===== src/rtl/rv_test_pkg.sv =====
// rtl/rv_test_pkg.sv - shared types and constants for the riscv-tests end-of-test monitor
package rv_test_pkg;

    typedef enum logic [1:0] {
        ST_IDLE  = 2'd0,
        ST_RUN   = 2'd1,
        ST_CHECK = 2'd2,
        ST_DONE  = 2'd3
    } mon_state_e;

    // riscv-tests leaves gp==1 on pass, otherwise (test_num << 1) | 1
    localparam int unsigned GP_PASS_VALUE = 1;

    localparam logic [31:0] DEFAULT_END_PC      = 32'h0000_0044;
    localparam logic [31:0] DEFAULT_TOHOST_ADDR = 32'h0000_1000;

endpackage


===== src/rtl/sat_counter.sv =====
// rtl/sat_counter.sv - saturating up-counter with synchronous clear and enable
module sat_counter #(
    parameter int unsigned CNT_W = 32
) (
    input  logic             clk,
    input  logic             rst,
    input  logic             clear,
    input  logic             enable,
    output logic [CNT_W-1:0] count
);

    always_ff @(posedge clk or negedge rst) begin
        if (!rst) begin
            count <= '0;
        end else if (clear) begin
            count <= '0;
        end else if (enable && (count != '1)) begin
            count <= count + CNT_W'(1);
        end
    end

endmodule


===== src/rtl/riscv_test_monitor.sv =====
// rtl/riscv_test_monitor.sv - end-of-test verdict detector for riscv-tests on the Core
// Optional tohost store path enabled by RISCV_TEST_MONITOR_TOHOST_EN.
module riscv_test_monitor
    import rv_test_pkg::*;
#(
    parameter int unsigned      XLEN           = 32,
    parameter logic [XLEN-1:0]  END_PC         = XLEN'(DEFAULT_END_PC),
    parameter int unsigned      STABLE_CYCLES  = 2,
    parameter int unsigned      TIMEOUT_CYCLES = 5000,
    parameter int unsigned      CNT_W          = 32
`ifdef RISCV_TEST_MONITOR_TOHOST_EN
    ,
    parameter logic [XLEN-1:0]  TOHOST_ADDR    = XLEN'(DEFAULT_TOHOST_ADDR)
`endif
) (
    input  logic             clk,
    input  logic             rst,
    input  logic             start,
    input  logic             retire_valid,
    input  logic [XLEN-1:0]  retire_pc,
    input  logic [XLEN-1:0]  gp_value,
`ifdef RISCV_TEST_MONITOR_TOHOST_EN
    input  logic             store_valid,
    input  logic [XLEN-1:0]  store_addr,
    input  logic [XLEN-1:0]  store_data,
`endif
    output logic             done,
    output logic             passed,
    output logic             failed,
    output logic             timed_out,
    output logic [XLEN-2:0]  fail_test_num,
    output logic [CNT_W-1:0] cycle_count,
    output logic [CNT_W-1:0] instret_count
);

    localparam logic [3:0]       STABLE_LAST  = 4'(STABLE_CYCLES - 1);
    localparam bit               TIMEOUT_EN   = (TIMEOUT_CYCLES != 0);
    localparam logic [CNT_W-1:0] TIMEOUT_LAST = CNT_W'(TIMEOUT_CYCLES - 1);

    mon_state_e      state_q, state_d;
    logic [3:0]      stable_q, stable_d;
    logic            passed_d, failed_d, timed_out_d;
    logic [XLEN-2:0] fail_num_d;

    logic in_run;
    logic end_pc_retire;
    logic end_hit;
    logic timeout_hit;

    assign in_run        = (state_q == ST_RUN);
    assign end_pc_retire = retire_valid && (retire_pc == END_PC);
    // the retire that completes the stable run fires this cycle, not one later
    assign end_hit       = end_pc_retire && (stable_q == STABLE_LAST);
    assign timeout_hit   = TIMEOUT_EN && (cycle_count == TIMEOUT_LAST);

`ifdef RISCV_TEST_MONITOR_TOHOST_EN
    logic tohost_hit;
    assign tohost_hit = store_valid && (store_addr == TOHOST_ADDR) && store_data[0];
`endif

    assign done = passed | failed;

    sat_counter #(.CNT_W(CNT_W)) u_cycle_cnt (
        .clk    (clk),
        .rst    (rst),
        .clear  (start),
        .enable (in_run),
        .count  (cycle_count)
    );

    sat_counter #(.CNT_W(CNT_W)) u_instret_cnt (
        .clk    (clk),
        .rst    (rst),
        .clear  (start),
        .enable (in_run && retire_valid),
        .count  (instret_count)
    );

    always_ff @(posedge clk or negedge rst) begin
        if (!rst) begin
            state_q       <= ST_IDLE;
            stable_q      <= '0;
            passed        <= 1'b0;
            failed        <= 1'b0;
            timed_out     <= 1'b0;
            fail_test_num <= '0;
        end else begin
            state_q       <= state_d;
            stable_q      <= stable_d;
            passed        <= passed_d;
            failed        <= failed_d;
            timed_out     <= timed_out_d;
            fail_test_num <= fail_num_d;
        end
    end

    always_comb begin
        state_d     = state_q;
        stable_d    = stable_q;
        passed_d    = passed;
        failed_d    = failed;
        timed_out_d = timed_out;
        fail_num_d  = fail_test_num;

        if (start) begin
            state_d     = ST_RUN;
            stable_d    = '0;
            passed_d    = 1'b0;
            failed_d    = 1'b0;
            timed_out_d = 1'b0;
            fail_num_d  = '0;
        end else begin
            case (state_q)
                ST_RUN: begin
                    if (retire_valid) begin
                        stable_d = end_pc_retire ? (stable_q + 4'd1) : 4'd0;
                    end
                    if (end_hit) begin
                        state_d = ST_CHECK;
                    end else if (timeout_hit) begin
                        state_d     = ST_DONE;
                        failed_d    = 1'b1;
                        timed_out_d = 1'b1;
                        fail_num_d  = '0;
                    end
`ifdef RISCV_TEST_MONITOR_TOHOST_EN
                    // a tohost write is an explicit verdict and overrides both other paths
                    if (tohost_hit) begin
                        state_d     = ST_DONE;
                        timed_out_d = 1'b0;
                        if (store_data == XLEN'(GP_PASS_VALUE)) begin
                            passed_d   = 1'b1;
                            failed_d   = 1'b0;
                            fail_num_d = '0;
                        end else begin
                            passed_d   = 1'b0;
                            failed_d   = 1'b1;
                            fail_num_d = store_data[XLEN-1:1];
                        end
                    end
`endif
                end
                ST_CHECK: begin
                    state_d = ST_DONE;
                    if (gp_value == XLEN'(GP_PASS_VALUE)) begin
                        passed_d = 1'b1;
                    end else begin
                        failed_d   = 1'b1;
                        fail_num_d = gp_value[XLEN-1:1];
                    end
                end
                default: begin
                end
            endcase
        end
    end

endmodule


===== config.mk =====
export PLATFORM = sky130hd
export DESIGN_NAME = riscv_test_monitor
export DESIGN_NICKNAME = d
export VERILOG_FILES = /design/src/rtl/rv_test_pkg.sv /design/src/rtl/sat_counter.sv /design/src/rtl/riscv_test_monitor.sv
export SDC_FILE = /design/constraint.sdc
export NUM_CORES = 1
export LEC_CHECK = 0
export CAP_MARGIN = 20
export CORE_MARGIN = 5
export CORE_UTILIZATION = 50
export CTS_BUF_LIST = sky130_fd_sc_hd__clkbuf_16
export DETAILED_ROUTE_END_ITERATION = 10
export HOLD_SLACK_MARGIN = 0.12
export PLACE_DENSITY = 0.91
export SYNTH_ARGS = -nofsm -noshare
export SYNTH_HDL_FRONTEND = slang
export SYNTH_SLANG_ARGS = --single-unit

===== constraint.sdc =====
create_clock -name clk -period 5.7 [get_ports clk]
set_clock_uncertainty 0.2 [all_clocks]
set_input_delay 1.14 -clock clk [delete_from_list [all_inputs] [get_ports clk]]
set_output_delay 1.14 -clock clk [all_outputs]
set_load 0.01 [all_outputs]

==> results of run 1 <==
[power by group]
part           leakage [uW]  internal (uW)  switching (uW)
clock network      0.000144            311             296
registers           0.00144            740            4.42
logic               0.00128           55.8            47.3
[critical path, cell delays in order]
cell and delay, ns:
sky130_fd_sc_hd__clkdlybuf4s50_1 0.49, sky130_fd_sc_hd__nand3b_1 0.49, sky130_fd_sc_hd__nor4_1 0.67, sky130_fd_sc_hd__nand2_1 0.25, sky130_fd_sc_hd__nor4_1 0.38, sky130_fd_sc_hd__xnor2_1 0.18
sky130_fd_sc_hd__nor2_1 0.06
[registers in the layout, indices dropped and copies added, names as in the netlist]
signal,cells
u_cycle_cnt.count,32
u_instret_cnt.count,32
fail_test_num,31
stable_q,4
state_q,2
failed,1
passed,1
timed_out,1
[synth_stat cells (all sizes together)]
master,number,area share
or4,3,0.0058
o311ai,1,0.0051
buf,5,0.0082
a211oi,1,0.0015
xnor2,32,0.054
nand4,24,0.029
dfrtp,104,0.50
or2,6,0.0073
mux2i,2,0.0039
o311a,2,0.0039
nor2,85,0.062
nand2b,2,0.0024
a41oi,2,0.0049
nor3b,1,0.0015
nand3b,2,0.0029
nor4,27,0.037
nand2,33,0.024
a21bo,1,0.0019
ha,4,0.0097
or3,6,0.0092
nor2b,1,0.0012
a22o,31,0.053
inv,4,0.0029
and4,4,0.0068
o21ai,6,0.0058
o31a,1,0.0017
clkbuf,15,0.011
a21oi,9,0.0087
nor3,19,0.021
a31oi,4,0.0049
nand3,26,0.025
nor4b,9,0.019
and3,12,0.015
xor2,24,0.041
and4b,1,0.0019
and2,1,0.0012
and3b,1,0.0017
[cells by family after synthesis]
family,Yosys count,synth area share
mux,2,0.00388
buf+inv,24,0.0221
fa+ha+maj,4,0.00971
xor+xnor,56,0.0951
flops,104,0.505
compound gates,58,0.0910
simple gates,263,0.273
[metal layers]
layer	track usage	up-vias	wire, microns
met3	0.0413	28	839
met2	0.366	203	6780
li1	-	2176	-
met4	0.0673	0	267
met1	0.285	2201	5790
met5	0	-	0
[worst min-delay path by stage]
stage	startpoint	end	slack, ns	depth (start not counted)
6_report	fail_test_num[27]	fail_test_num[27]	0.30	1
5_1_grt	fail_test_num[27]	fail_test_num[27]	0.32	1
4_1_cts	fail_test_num[27]	fail_test_num[27]	0.31	1
3_5_place_dp	fail_test_num[7]	fail_test_num[7]	0.28	1
3_3_place_gp	fail_test_num[17]	fail_test_num[17]	0.28	1
2_1_floorplan	state_q[0]	state_q[0]	0.33	1
[area by class of cell]
class                   count  area, sq um
clock buffers               9          225
clock inverters             7         72.6
fillers                   740         2950
inverters                   4         15.0
multi-input cells         383         2440
flip-flops and latches    104         2600
well taps                 136          170
repair buffers            170         1710
[per-stage QoR]
step	hold WS, ns	instance area, sq um
final	0.301	7240
after global routing	0.321	7240
after CTS	0.307	7200
after detailed placement	0.281	6900
after global placement	0.283	6900
after floorplan	0.328	5160
==> run_summary.xml, run 1 <==
<?xml version="1.0" encoding="UTF-8"?>
<metrics>
  <group name="min_path">
    <metric name="worstHoldPathType" unit="">reg -&gt; reg</metric>
  </group>
  <group name="synth">
    <metric name="synth_seq_cells" unit="">104</metric>
    <metric name="syn-num-nets" unit="">583</metric>
    <metric name="synthesis.area" unit="sq mm">0.00516</metric>
    <metric name="synth_area_per_cell" unit="sq um">10.1</metric>
    <metric name="yosys_warnings" unit="">0</metric>
    <metric name="ys_seq_area_frac" unit="">0.505</metric>
    <metric name="synthDistinctLibCells" unit="">48</metric>
    <metric name="netlist_instances" unit="">511</metric>
  </group>
  <group name="routing">
    <metric name="route.detailed.wl_per_inst" unit="microns">16.8</metric>
    <metric name="drt.antenna.violating_nets" unit="">0</metric>
    <metric name="routed-via-count" unit="">4608</metric>
    <metric name="vias_per_cell" unit="">5.67</metric>
    <metric name="drt_pre_antenna_iters" unit="">5</metric>
    <metric name="wirelength" unit="mm">13.7</metric>
    <metric name="drc_errors" unit="">0</metric>
    <metric name="drt_first_iter_violations" unit="">283</metric>
  </group>
  <group name="placement">
    <metric name="dp_slack" unit="ns">1.72</metric>
    <metric name="dp_cells" unit="">795</metric>
    <metric name="gp_congestion" unit="">0.900</metric>
    <metric name="io_buffers" unit="">166</metric>
    <metric name="post-dp-hpwl" unit="mm">10.2</metric>
  </group>
  <group name="floorplanning">
    <metric name="ioPinCount" unit="">167</metric>
    <metric name="core_area" unit="sq mm">0.0102</metric>
    <metric name="die_width" unit="microns">112</metric>
    <metric name="placement_rows" unit="">37</metric>
    <metric name="floorplan.die_area" unit="sq mm">0.0124</metric>
    <metric name="initial_utilization" unit="">0.506</metric>
    <metric name="fp.dieH" unit="microns">112</metric>
  </group>
  <group name="cells_and_area">
    <metric name="final_layout_size_suffix_gt1_frac" unit="">0.0620</metric>
    <metric name="area_delta_synth_final" unit="%">40.4</metric>
    <metric name="mostFrequentLayoutCell" unit="">sky130_fd_sc_hd__clkdlybuf4s50_1</metric>
    <metric name="most-common-layout-cells" unit="">164 x sky130_fd_sc_hd__clkdlybuf4s50_1, 104 x sky130_fd_sc_hd__dfrtp_1, 84 x sky130_fd_sc_hd__nor2_1</metric>
    <metric name="final_core_util" unit="">0.711</metric>
    <metric name="diodes" unit="">0</metric>
    <metric name="finalNonFillerCells" unit="">813</metric>
    <metric name="num-nets-final" unit="">744</metric>
  </group>
  <group name="setup_path">
    <metric name="crit-reg2reg-capture" unit="">u_instret_cnt.count[28]</metric>
    <metric name="setup.worst_path.end_class" unit="">flop</metric>
    <metric name="worstPathMaxFanout" unit="">20</metric>
    <metric name="critPathLaunchType" unit="">input port</metric>
    <metric name="r2r_slack" unit="ns">2.81</metric>
    <metric name="setup.worst_path.class" unit="">in -&gt; reg</metric>
    <metric name="crit_arrival" unit="ns">3.65</metric>
    <metric name="worstSetupEndpoint" unit="">u_instret_cnt.count[28]</metric>
    <metric name="timing.critical_path.required" unit="ns">5.71</metric>
    <metric name="r2r.worst_path.cells" unit="">6</metric>
    <metric name="worst_setup_path_startpoint" unit="">retire_valid</metric>
    <metric name="worst_r2r_startpoint" unit="">state_q[1]</metric>
  </group>
  <group name="sta">
    <metric name="pin_slew_with_the_least_headroom_to_its_limit" unit="ns">0.746</metric>
    <metric name="fmax" unit="MHz">275</metric>
    <metric name="timing.final.max_slew_violations" unit="">0</metric>
    <metric name="setup_total_negative_slack" unit="ns">0</metric>
    <metric name="grt_setup_unrepaired" unit="">false</metric>
    <metric name="setup_viol" unit="">0</metric>
    <metric name="timing.final.hold_violations" unit="">0</metric>
    <metric name="slew-limit-headroom" unit="">0.502</metric>
    <metric name="period_share" unit="">0.639</metric>
    <metric name="timing.final.ws_setup" unit="ns">2.06</metric>
    <metric name="final.min_clock_period" unit="ns">3.64</metric>
  </group>
  <group name="global_routing">
    <metric name="grt.total_usage" unit="">0.217</metric>
    <metric name="maximum_number_of_pins_on_one_net_before_global_route_repair" unit="">62</metric>
    <metric name="grt_first_pass_wirelength" unit="mm">22.5</metric>
    <metric name="first_global_vias" unit="">4510</metric>
    <metric name="grt_overflow" unit="">0</metric>
    <metric name="initial_antenna_violation_count" unit="">0</metric>
  </group>
  <group name="cts">
    <metric name="cts_tree" unit="">done</metric>
    <metric name="tritoncts_num_sinks" unit="">104</metric>
    <metric name="htreeDepth" unit="">3</metric>
    <metric name="number_of_gates_given_a_new_drive_strength_after_cts" unit="">0</metric>
    <metric name="cts_max_path_buffers" unit="">2</metric>
    <metric name="clock_buffer_count_from_cts" unit="">9</metric>
    <metric name="clk_latency" unit="ns">0.34</metric>
    <metric name="path_clk_slew" unit="ns">0.08</metric>
    <metric name="post-cts-setup-buffer-count" unit="">0</metric>
    <metric name="ctsHoldBuffers" unit="">0</metric>
    <metric name="clock-root-buffer" unit="">sky130_fd_sc_hd__clkbuf_16</metric>
  </group>
  <group name="flow_run">
    <metric name="drv.max_cap_violation_count" unit="">0</metric>
  </group>
  <group name="outcome">
    <metric name="result_of_the_run" unit="">completed</metric>
  </group>
  <group name="pwr">
    <metric name="total_power" unit="uW">1450</metric>
    <metric name="pwr_density_cell" unit="mW/mm^2">201</metric>
    <metric name="power_leakage" unit="uW">0.00286</metric>
    <metric name="max-vdd-ir-drop" unit="uV">190</metric>
  </group>
</metrics>
Note: power is estimated with default switching activity, not from simulation.
==> run 2: changes to the inputs <==
CORE_UTILIZATION = 47   (was 50)
PLACE_DENSITY = 0.86   (was 0.91)
clock period = 3.4 ns   (was 5.7 ns; I/O delays follow)
==> run 2 against run 1 <==
  * Final area shrank 0.17%
  * Total power grew 65%
  * First-iteration DRC count grew 24%
  * Critical endpoint is now fail_test_num[20]
  * Largest power group unchanged
  * Highest routed layer unchanged
==> run_summary.xml, run 2 (same netlist as run 1, synthesis figures left out) <==
<?xml version="1.0" encoding="UTF-8"?>
<metrics>
  <group name="setup_path">
    <metric name="critPathLaunchType" unit="">input port</metric>
    <metric name="setup.worst_path.class" unit="">in -&gt; reg</metric>
    <metric name="slowest_stage" unit="">sky130_fd_sc_hd__or4_4</metric>
    <metric name="crit-reg2reg-capture" unit="">fail_test_num[20]</metric>
    <metric name="worstPathMaxFanout" unit="">26</metric>
    <metric name="crit_path_leading_delay_family" unit="">simple AND/OR/NAND/NOR gates</metric>
    <metric name="critical_path_depth_in_cells" unit="">8</metric>
    <metric name="critPathMaxStageDelay" unit="ns">0.46</metric>
    <metric name="crit_arrival" unit="ns">2.98</metric>
    <metric name="worstPathBufferInverterCount" unit="">2</metric>
    <metric name="cell_by_cell_trace_of_the_critical_path" unit="">clkdlybuf4s50_1 &gt; nor4_1 &gt; nand4_1 &gt; or3_4 &gt; or4_4 &gt; o311ai_4 &gt; buf_8 &gt; a22o_1</metric>
    <metric name="r2r.worst_path.cells" unit="">6</metric>
    <metric name="setup.worst_path.end_class" unit="">flop</metric>
    <metric name="worst_r2r_startpoint" unit="">u_cycle_cnt.count[21]</metric>
    <metric name="timing.critical_path.required" unit="ns">3.48</metric>
    <metric name="worst_setup_path_startpoint" unit="">retire_pc[19]</metric>
    <metric name="r2r_slack" unit="ns">0.81</metric>
  </group>
  <group name="min_path">
    <metric name="worstHoldPathType" unit="">in -&gt; async</metric>
  </group>
  <group name="pwr">
    <metric name="power_leakage" unit="uW">0.00286</metric>
    <metric name="pwr_density_cell" unit="mW/mm^2">333</metric>
    <metric name="max-vdd-ir-drop" unit="uV">212</metric>
  </group>
  <group name="global_routing">
    <metric name="first_global_vias" unit="">4721</metric>
    <metric name="grt.total_usage" unit="">0.217</metric>
    <metric name="grt_overflow" unit="">0</metric>
    <metric name="grt_first_pass_wirelength" unit="mm">23.3</metric>
    <metric name="initial_antenna_violation_count" unit="">0</metric>
    <metric name="maximum_number_of_pins_on_one_net_before_global_route_repair" unit="">55</metric>
  </group>
  <group name="floorplanning">
    <metric name="fp.dieH" unit="microns">115</metric>
    <metric name="floorplan.die_area" unit="sq mm">0.0132</metric>
    <metric name="initial_utilization" unit="">0.478</metric>
    <metric name="die_width" unit="microns">115</metric>
    <metric name="core_area" unit="sq mm">0.0108</metric>
    <metric name="ioPinCount" unit="">167</metric>
    <metric name="placement_rows" unit="">38</metric>
  </group>
  <group name="cts">
    <metric name="ctsHoldBuffers" unit="">0</metric>
    <metric name="path_clk_slew" unit="ns">0.07</metric>
    <metric name="clock-root-buffer" unit="">sky130_fd_sc_hd__clkbuf_16</metric>
    <metric name="tritoncts_num_sinks" unit="">104</metric>
    <metric name="clk_latency" unit="ns">0.34</metric>
    <metric name="post-cts-setup-buffer-count" unit="">0</metric>
    <metric name="clock_buffer_count_from_cts" unit="">9</metric>
    <metric name="cts_max_path_buffers" unit="">2</metric>
    <metric name="number_of_gates_given_a_new_drive_strength_after_cts" unit="">0</metric>
    <metric name="cts_tree" unit="">done</metric>
    <metric name="htreeDepth" unit="">3</metric>
  </group>
  <group name="sta">
    <metric name="timing.final.hold_violations" unit="">0</metric>
    <metric name="final.min_clock_period" unit="ns">2.91</metric>
    <metric name="grt_setup_unrepaired" unit="">false</metric>
    <metric name="timing.hold.ws" unit="ns">0.170</metric>
    <metric name="setup_viol" unit="">0</metric>
    <metric name="timing.final.max_slew_violations" unit="">0</metric>
    <metric name="pin_slew_with_the_least_headroom_to_its_limit" unit="ns">0.745</metric>
    <metric name="setup_total_negative_slack" unit="ns">0</metric>
    <metric name="slew-limit-headroom" unit="">0.503</metric>
    <metric name="fmax" unit="MHz">344</metric>
    <metric name="period_share" unit="">0.855</metric>
  </group>
  <group name="routing">
    <metric name="vias_per_cell" unit="">5.76</metric>
    <metric name="drt.antenna.violating_nets" unit="">0</metric>
    <metric name="wirelength" unit="mm">14.4</metric>
    <metric name="routed-via-count" unit="">4702</metric>
    <metric name="route.detailed.wl_per_inst" unit="microns">17.6</metric>
    <metric name="drt_first_iter_violations" unit="">352</metric>
    <metric name="drt_pre_antenna_iters" unit="">5</metric>
    <metric name="drc_errors" unit="">0</metric>
  </group>
  <group name="cells_and_area">
    <metric name="area_delta_synth_final" unit="%">40.2</metric>
    <metric name="final.fill_count" unit="">821</metric>
    <metric name="final_layout_size_suffix_gt1_frac" unit="">0.0620</metric>
    <metric name="num-nets-final" unit="">745</metric>
    <metric name="final_cell_area" unit="sq mm">0.00723</metric>
    <metric name="top_regs" unit="">u_cycle_cnt.count: 32 flops, u_instret_cnt.count: 32 flops, fail_test_num: 31 flops</metric>
    <metric name="mostFrequentLayoutCell" unit="">sky130_fd_sc_hd__clkdlybuf4s50_1</metric>
    <metric name="finalNonFillerCells" unit="">817</metric>
    <metric name="diodes" unit="">0</metric>
    <metric name="most-common-layout-cells" unit="">164 x sky130_fd_sc_hd__clkdlybuf4s50_1, 104 x sky130_fd_sc_hd__dfrtp_1, 84 x sky130_fd_sc_hd__nor2_1</metric>
  </group>
  <group name="placement">
    <metric name="gp_congestion" unit="">0.870</metric>
    <metric name="io_buffers" unit="">166</metric>
    <metric name="placed_area" unit="sq mm">0.00693</metric>
    <metric name="post-dp-hpwl" unit="mm">10.6</metric>
    <metric name="dp_cells" unit="">801</metric>
  </group>
  <group name="outcome">
    <metric name="result_of_the_run" unit="">completed</metric>
  </group>
  <group name="flow_run">
    <metric name="drv.max_cap_violation_count" unit="">0</metric>
  </group>
</metrics>
[run 2: cell types whose count changed in the layout (fill, tap and decap cells not counted), sizes merged]
cell and delta:
clkinv +3, inv -3, clkinvlp -1, buf +1
[run 2: worst max path at each step]
stage | endpoint | slack, ns
final | fail_test_num[20] | 0.49
after global routing | fail_test_num[27] | 0.38
after CTS | fail_test_num[2] | 0.42
after detailed placement | fail_test_num[2] | 0.07
after global placement | fail_test_num[25] | 0.18
after floorplan | fail_test_num[0] | 0.83
[run 2: where the power goes]
group	internal, uW	total (uW)	switching [uW]	leakage [uW]
clock	506	979	473	0.000138
sequential	1240	1250	7.57	0.00144
combinational	94.3	176	82.1	0.00128
total	1840	2400	563	0.00286
[run 2: final cells by class]
class / instances / area (sq um) / share of cell area
Clock buffer: 9 / 225 / 0.0312
Clock inverter: 6 / 55.1 / 0.00762
Inverter: 4 / 15.0 / 0.00208
Multi-Input combinational cell: 383 / 2440 / 0.338
Sequential cell: 104 / 2600 / 0.360
Tap cell: 140 / 175 / 0.0242
Timing Repair Buffer: 171 / 1710 / 0.237
[run 2: worst register-to-register path, delay by kind of cell, from the launching register on]
| family | cells | cell delay (ns) |
|---|---|---|
| compound gates | 2 | 0.37 |
| buf+inv | 1 | 0.23 |
| flops | 1 | 0.44 |
| simple gates | 3 | 1.25 |
[run 2: per-stage QoR]
stage	util	total power (uW)	setup WS (ns)
final	0.670	2400	0.492
after global routing	0.670	2490	0.384
after CTS	0.668	2430	0.425
after detailed placement	0.642	1450	0.0693
after global placement	0.642	1440	0.181
after floorplan	-	1320	0.830
[run 2: layer usage]
| metal | wire length, microns | GRT usage | vias up |
|---|---|---|---|
| met4 | 355 | 0.0892 | 0 |
| met3 | 927 | 0.0395 | 34 |
| met1 | 5930 | 0.275 | 2297 |
| li1 | - | - | 2188 |
| met5 | 0 | 0 | - |
| met2 | 7140 | 0.367 | 183 |
==> run 3: changes to the inputs <==
GPL_ROUTABILITY_DRIVEN = 0   (was unset)
SKIP_LAST_GASP = 1   (was unset)
==> results of run 3 <==
Final layout, timing and power as in run 2 (identical DEF).
